===== config.mk =====
export PLATFORM = sky130hd
export DESIGN_NAME = pc_fetch_unit
export DESIGN_NICKNAME = d
export VERILOG_FILES = /design/src/rtl/pc_fetch_unit.sv
export SDC_FILE = /design/constraint.sdc
export NUM_CORES = 1
export LEC_CHECK = 0
export ABC_AREA = 1
export CELL_PAD_IN_SITES_DETAIL_PLACEMENT = 0
export CELL_PAD_IN_SITES_GLOBAL_PLACEMENT = 1
export CORE_ASPECT_RATIO = 0.5
export CORE_UTILIZATION = 31
export CTS_CLUSTER_DIAMETER = 150
export DETAILED_ROUTE_END_ITERATION = 10
export GPL_TIMING_DRIVEN = 0
export PLACE_DENSITY = 0.87
export SLEW_MARGIN = 40
export SYNTH_ARGS = -nofsm -noshare
export SYNTH_HDL_FRONTEND = slang
export SYNTH_SLANG_ARGS = --single-unit

===== constraint.sdc =====
create_clock -name CLK -period 2.3 [get_ports CLK]
set_clock_uncertainty 0.05 [all_clocks]
set_input_delay 0.345 -clock CLK [delete_from_list [all_inputs] [get_ports CLK]]
set_output_delay 0.345 -clock CLK [all_outputs]
set_load 0.01 [all_outputs]

===== src/rtl/pc_fetch_unit.sv =====
// Program-counter / instruction-fetch stage: sequential advance, stall hold,
// branch/jump redirect with wrong-path flush, and halt/resume. All outputs registered.
module pc_fetch_unit #(
    parameter int              WL       = 32,
    parameter logic [WL-1:0]   RESET_PC = '0,
    parameter int              PC_STEP  = 4
) (
    input  logic          CLK,
    input  logic          RST,
    input  logic          stall,
    input  logic          br_taken,
    input  logic [WL-1:0] br_target,
    input  logic          jmp,
    input  logic [WL-1:0] jmp_target,
    input  logic          halt_req,
    input  logic          resume,
    output logic [WL-1:0] pc_out,
    output logic [WL-1:0] pc_plus,
    output logic          valid_out,
    output logic          flush_out,
    output logic          misalign,
    output logic [WL-1:0] fetch_count
);

    localparam logic [WL-1:0] STEP = WL'(PC_STEP);

    typedef enum logic [1:0] {
        BOOT,
        RUN,
        HALTED
    } state_t;

    state_t        state, state_d;
    logic [WL-1:0] pc_d, cnt_d;
    logic          valid_d, flush_d, mis_d;
    // Set when the held pc was already accepted, so resume must step past it.
    logic          adv, adv_d;

    logic          redir;
    logic [WL-1:0] tgt, tgt_al;

    assign redir  = jmp | br_taken;
    assign tgt    = jmp ? jmp_target : br_target;
    assign tgt_al = {tgt[WL-1:2], 2'b00};

    always_comb begin
        state_d = state;
        pc_d    = pc_out;
        valid_d = valid_out;
        flush_d = 1'b0;
        mis_d   = misalign;
        cnt_d   = fetch_count;
        adv_d   = adv;

        unique case (state)
            BOOT: begin
                state_d = RUN;
                valid_d = 1'b1;
            end
            RUN: begin
                if (redir) begin
                    pc_d    = tgt_al;
                    flush_d = 1'b1;
                    cnt_d   = fetch_count + 1'b1;
                    adv_d   = 1'b0;
                    if (tgt[1:0] != 2'b00)
                        mis_d = 1'b1;
                end else if (!stall) begin
                    cnt_d = fetch_count + 1'b1;
                    adv_d = 1'b1;
                    if (!halt_req)
                        pc_d = pc_out + STEP;
                end else begin
                    adv_d = 1'b0;
                end

                if (halt_req) begin
                    state_d = HALTED;
                    valid_d = 1'b0;
                end else begin
                    valid_d = 1'b1;
                end
            end
            HALTED: begin
                if (redir) begin
                    pc_d  = tgt_al;
                    adv_d = 1'b0;
                    if (tgt[1:0] != 2'b00)
                        mis_d = 1'b1;
                end
                if (resume) begin
                    state_d = RUN;
                    valid_d = 1'b1;
                    if (!redir && adv)
                        pc_d = pc_out + STEP;
                end
            end
            default: begin
                state_d = BOOT;
                valid_d = 1'b0;
            end
        endcase
    end

    always_ff @(posedge CLK) begin
        if (RST) begin
            state       <= BOOT;
            pc_out      <= RESET_PC;
            pc_plus     <= RESET_PC + STEP;
            valid_out   <= 1'b0;
            flush_out   <= 1'b0;
            misalign    <= 1'b0;
            fetch_count <= '0;
            adv         <= 1'b0;
        end else begin
            state       <= state_d;
            pc_out      <= pc_d;
            pc_plus     <= pc_d + STEP;
            valid_out   <= valid_d;
            flush_out   <= flush_d;
            misalign    <= mis_d;
            fetch_count <= cnt_d;
            adv         <= adv_d;
        end
    end

endmodule

* Yosys cells after proc, flatten, opt, wreduce, memory -nomap -nowiden
Cells that the tools add are included.
Storage, ports and cells: word-level logic and storage cells 51, memory bits (read-only) 0, memories 0, memory bits (writable) 0, bits in latches 0, bits in registers 102, input bits 71, output and inout port bits 99
Cells by class: reduce and logical (&&, ||, !) cells 11, bitwise logic cells 2, eq/ne operators 6, magnitude comparators 0, $mul 0, add/sub/neg operators 3, shifts and indexed selects 0, mux-type cells 21, div/mod/pow operators 0
Operators by type and width (count):
- 2-to-1 mux 32 bit | 9
- adder 32 x 3 -> 32 bit, second input constant | 2
- one-hot mux 32 bit (2 select lines) | 1
- adder 32 x 1 -> 32 bit, second input constant | 1
- 2-to-1 mux 1 bit | 6
- != test 2 bit, second input constant | 3
- one-hot mux 2 bit (3 select lines) | 1
- AND reduction 2 bit | 3
- 2-to-1 mux 2 bit | 2
- nonzero test 2 bit | 2
- OR reduction 2 bit | 2
- one-hot mux 1 bit (3 select lines) | 1
- AND reduction 3 bit | 1
- == test 2 x 1 -> 1 bit, second input constant | 1
- == test 2 bit, second input constant | 1
- logical NOT 2 bit | 1
- != test 2 x 1 -> 1 bit, second input constant | 1
- one-hot mux 1 bit (2 select lines) | 1
- logical AND 1 bit | 1
- logical NOT 1 bit | 1
- inverter 1 bit | 1
- OR 1 bit | 1

* Longest topological paths before layout
Gate-level depths: netlist (run 1).
depth in word-level cells 7, gate-level depth with buffers 22, depth with buffers taken out 20

* Worst setup path before layout (run 1)
Ideal clock, no wire load.
path kind register to register, start reg state[0], end reg pc_plus[22], library setup time 113 ps, slack -213 ps, data required time 2137 ps, stages on the path, launching flop included 20, data arrival time 2350 ps, path buffers 1, clock period less this slack 2513 ps, cell sequence dfxtp_1 > inv_1 > ha_1 > clkbuf_1 > o21ai_0 > inv_1 > nand2_1 > nand3_1 > nand2_1 > inv_1 > ha_1 > nand3_1 > nor2_2 > nand3_2 > nor2_2 > nand2_2 > nor2_4 > o21ai_1 > o21ai_1 > inv_1
On the way: word-level cells in the longest chain between the ends 3, elaborated cells on any way between the ends 4, classes of those cells 1 x add/sub; 2 x eq/ne; 1 x mux
Ends and longest elaborated chain:
- from (decl) | RTL line 33 | state_t state, state_d;
- from (signal assigned) | RTL line 116 | state <= state_d;
- == test 2 bit or == test 2 x 1 -> 1 bit (tied branches) | RTL line 55 | unique case (state)
- one-hot mux 32 bit (2 select lines) (*) | RTL line 55
- via pc_d[2] | RTL line 34 | logic [WL-1:0] pc_d, cnt_d;
- adder 32 x 3 -> 32 bit (*) | RTL line 118 | pc_plus <= pc_d + STEP;
- to (signal assigned) | RTL line 109 | pc_plus <= RESET_PC + STEP;
- to (signal assigned) | RTL line 118
- to (decl) | RTL line 18 | output logic [WL-1:0] pc_plus,
Mark *: on every way through the listed nets, which the timed path passes. The rest lies on a longest branch. A chain may end at the register's enable or synchronous reset.

* Worst setup path after layout (run 1)
start reg pc_out[2], end reg pc_plus[22]
On the way: word-level cells in the longest chain between the ends 6, elaborated cells on any way between the ends 9, classes of those cells 2 x add/sub; 7 x mux
Ends and longest elaborated chain:
- from (decl) | RTL line 17 | output logic [WL-1:0] pc_out,
- from (signal assigned) | RTL line 117 | pc_out <= pc_d;
- adder 32 x 3 -> 32 bit | RTL line 72, 95
- 2-to-1 mux 32 bit | RTL line 71 | if (!halt_req)
- 2-to-1 mux 32 bit | RTL line 68 | end else if (!stall) begin
- 2-to-1 mux 32 bit | RTL line 61 | if (redir) begin
- one-hot mux 32 bit (2 select lines) (*) | RTL line 55
- adder 32 x 3 -> 32 bit (*) | RTL line 118
Every way passes the cells marked *; elsewhere a longest branch is shown, timed or not.

==> results of run 1 <==
==> worst max-delay path, delay by kind of cell, from the launching register on <==
family	cells	cell delay (ns)
flops	1	0.40
fa+ha+maj	1	0.19
buf+inv	2	0.21
compound gates	3	0.37
simple gates	11	1.33
==> registers in the layout (all words and copies together), names as in the netlist, named ones only <==
register and flops:
fetch_count 32, pc_out 30, pc_plus 30, state 2, adv 1, flush_out 1, misalign 1, valid_out 1
==> power groups by stage <==
stage / clock network, mW / registers [mW] / logic [mW]
2_1_floorplan: 0 / 2.63 / 3.39
3_3_place_gp: 0 / 2.61 / 5.60
3_5_place_dp: 0 / 2.62 / 5.66
4_1_cts: 1.53 / 2.63 / 6.52
5_1_grt: 1.60 / 2.72 / 8.01
6_report: 1.50 / 2.68 / 7.43
==> cells in the final DEF, fill, tap and decap left out, types with 11 or more instances in the layout <==
master             n
a21oi_1           95
o21ai_1           12
nor3_1            12
dfxtp_1           77
nand3_2           17
nand2_1          410
inv_2             16
inv_1            130
nand2_2           51
nor2_2            25
nand2_4           15
dfxtp_4           12
o21ai_0           41
buf_6             15
nor2_4            36
nor2_1           124
buf_4             81
clkdlybuf4s50_1  163
nand3_1          113
nand4_1           12
dfxtp_2           11
==> cells by family (layout without fill, tap and decap cells) <==
group | Yosys count | after routing
and+or+nand+nor | 845 | 846
AOI/OAI and AO/OA | 176 | 176
buffers and inverters | 208 | 468
adders and majority gates | 7 | 7
xor gates and xnor gates | 7 | 7
DFF | 100 | 100
==> worst paths after layout <==
path,start,to,slack [ns]
max,pc_out[2],pc_plus[22],-0.35
min,jmp,flush_out,0.40
max reg2reg,pc_out[2],pc_plus[22],-0.35
min reg2reg,misalign,misalign,0.40
==> timing repair <==
| item | 4_1_cts | 5_1_grt |
|---|---|---|
| resized for setup | 171 | 119 |
| buffers inserted | 48 | 32 |
| pin swaps | 54 | 69 |
| setup endpoints to repair | 58 | 39 |
| gates cloned | 1 | 0 |
==> per-stage QoR <==
stage	area [um2]	setup slack [ns]	utilization	hold WS, ns	instances
6_report	11700	-0.350	0.485	0.398	1940
5_1_grt	11700	-0.472	0.485	0.417	1940
4_1_cts	11000	-0.235	0.457	0.400	1911
3_5_place_dp	9830	-1.01	0.408	0.399	1846
3_3_place_gp	9830	-0.969	0.408	0.390	1846
2_1_floorplan	7730	-0.0434	-	0.424	1343
==> per-layer routing <==
layer,part of all wire,global-route usage,vias to the layer above,wire length (um)
met5,0,0,-,0
met4,0.018,0.0621,0,586
met3,0.087,0.0501,49,2840
met2,0.44,0.390,397,14400
met1,0.45,0.338,4605,14700
li1,-,-,4762,-
==> cell type report <==
type                            count  area share
Multi-Input combinational cell   1036       0.476
Clock inverter                      6     0.00397
Buffer                             52      0.0375
Tap cell                          336      0.0360
Clock buffer                       10      0.0205
Inverter                          155      0.0522
Sequential cell                   100       0.177
Timing Repair Buffer              245       0.198
==> impl_metrics.csv, run 1 <==
group,metric,value,unit
sta,finalWorstSetupSlack,-0.350,ns
power,internal-power,5.83,mW
sta,fin_setup_tns,-4.88,ns
cts,cts.path.max_buffers,2,
power,p_leak,4.95,nW
yosys,synthXorXnorAreaFrac,0.00805,
global_routing,grt_pass1_vias,8962,
route,post-route-drc-count,0,
setup_path,critPathMaxStageDelay,0.40,ns
yosys,ys_ff_latch,100,
power,peakVddDrop,0.478,mV
cts,worst_skew_pair.late_latency,0.36,ns
die,fp.coreArea,24100,um2
layout,area_growth_syn_to_layout,53.3,%
setup_path,crit_fanout,8,
yosys,synth_top_family_by_area,"simple AND/OR/NAND/NOR gates",
global_routing,antenna_found_initial,0,
layout,ff_latch_area,2060,um2
place,gp_congestion,0.912,
yosys,synthAdderAreaFrac,0.0115,
die,initial_core_util,0.316,
global_routing,grt-ovfl-total,0,
status,violations,"negative setup slack",
cts,cts_num_sinks,100,
yosys,yosys-top-cells-area,"dfxtp_1 (26%), nand2_1 (23%), nand3_1 (8.9%)",
cts,cts_tree,"yes",
sta,maxSlewViolCount,0,
power,p_switching,5.78,mW
sta,setup_viol,30,
setup_path,cp-start-kind,"flip-flop",
route,drtAntennaViolNets,0,
cts,clk_pin_slew,0.07,ns
yosys,ys_async_sr_fraction,0,
sta,worst_slew_pin_slew,0.775,ns
yosys,netlist_instances,1343,
yosys,synth-edff-count,0,
min_path,hold_class,"input port to flip-flop",
sta,fin_crit,2.65,ns
cts,numCtsBuffers,9,
setup_path,slowest_stage,"dfxtp_4",
yosys,ys_types,39,
yosys,yosysMostFrequentCell,"nand2_1",
layout,multiInputGateArea,5560,um2
sta,period_share,1.15,
layout,fillers,2440,
place,dp_hpwl,23800,um
die,die_height,113,um
power,p_comb_frac,0.640,
setup_path,endpoint_kind,"flip-flop",
place,io_buffers,167,
cts,cts_htree_levels,3,
yosys,ys_seq_area_frac,0.263,
route,num_vias,9813,
die,num_rows,40,
yosys,yosysTopAreaCellShare,0.263,
global_routing,grt_usage,0.245,
power,power,11.6,mW
min_path,whs_path_depth,5,
cts,cts_hold_buf,0,
setup_path,worstPathCellList,"ha_4 -> nand2_8 -> nor2_8 -> buf_12 -> nand3_4 -> nand2_2 -> nand3_2 -> a21oi_2 -> nor2_1 -> nor2_2 -> nand2_2 -> nor2_4 -> nand2_4 -> nor2_4 -> o21ai_1 -> o21ai_1 -> inv_1",
route,wl_per_cell,16.8,um
setup_path,reg2reg_depth,17,
setup_path,worstSetupPathType,"flip-flop to flip-flop",
layout,diodes,0,
die,io_pins,170,
yosys,synth_mux_area_frac,0,
power,powerDensity,994,nW/um2
die,dieArea,25200,um2
yosys,synth.top_cells.by_count,"nand2_1 (459), nor2_1 (157), inv_1 (142), nand3_1 (135), a21oi_1 (101)",
yosys,syn_area,7610,um2
cts,cts_root_buffer,"clkbuf_16",
route,drt_iter0_markers,840,
yosys,synth_compound_area_frac,0.123,
yosys,synth_area_per_cell,5.67,um2
sta,hold_violations,0,
yosys,synth_nets,1421,
layout,drive_gt1_frac,0.232,
power,power.share.switching,0.498,
global_routing,grt_pass1_wl,48300,um
sta,rsz0062_at_grt,"yes",
yosys,synth_warnings,0,
setup_path,arrival,2.85,ns
route,dr.pass1.iters,5,
setup_path,cp_data_required_time,2.50,ns
power,power_frac_seq,0.231,
route,routed_wl,32500,um
yosys,synth_top_area_cell,"dfxtp_1",
power,clkPwrFrac,0.129,
global_routing,grt_max_degree,18,
sta,fmax,377,MHz
yosys,synth_ff_type,"dfxtp_1",
status,status,"complete, but fails checks",
route,viasPerCell,5.06,
die,die_w,224,um
sta,slew_headroom,0.483,
layout,nets,1677,
yosys,synth-simple-area-share,0.484,
run,cap_viol_max_count,0,
Note: power is estimated with default switching activity, not from simulation.
==> inputs of run 2 (changes only) <==
Settings changed: CTS_CLUSTER_DIAMETER 150 to not set, SLEW_MARGIN 40 to 20.
==> results of run 2 <==
No change in the layout: final DEF, timing and power equal those of run 1.
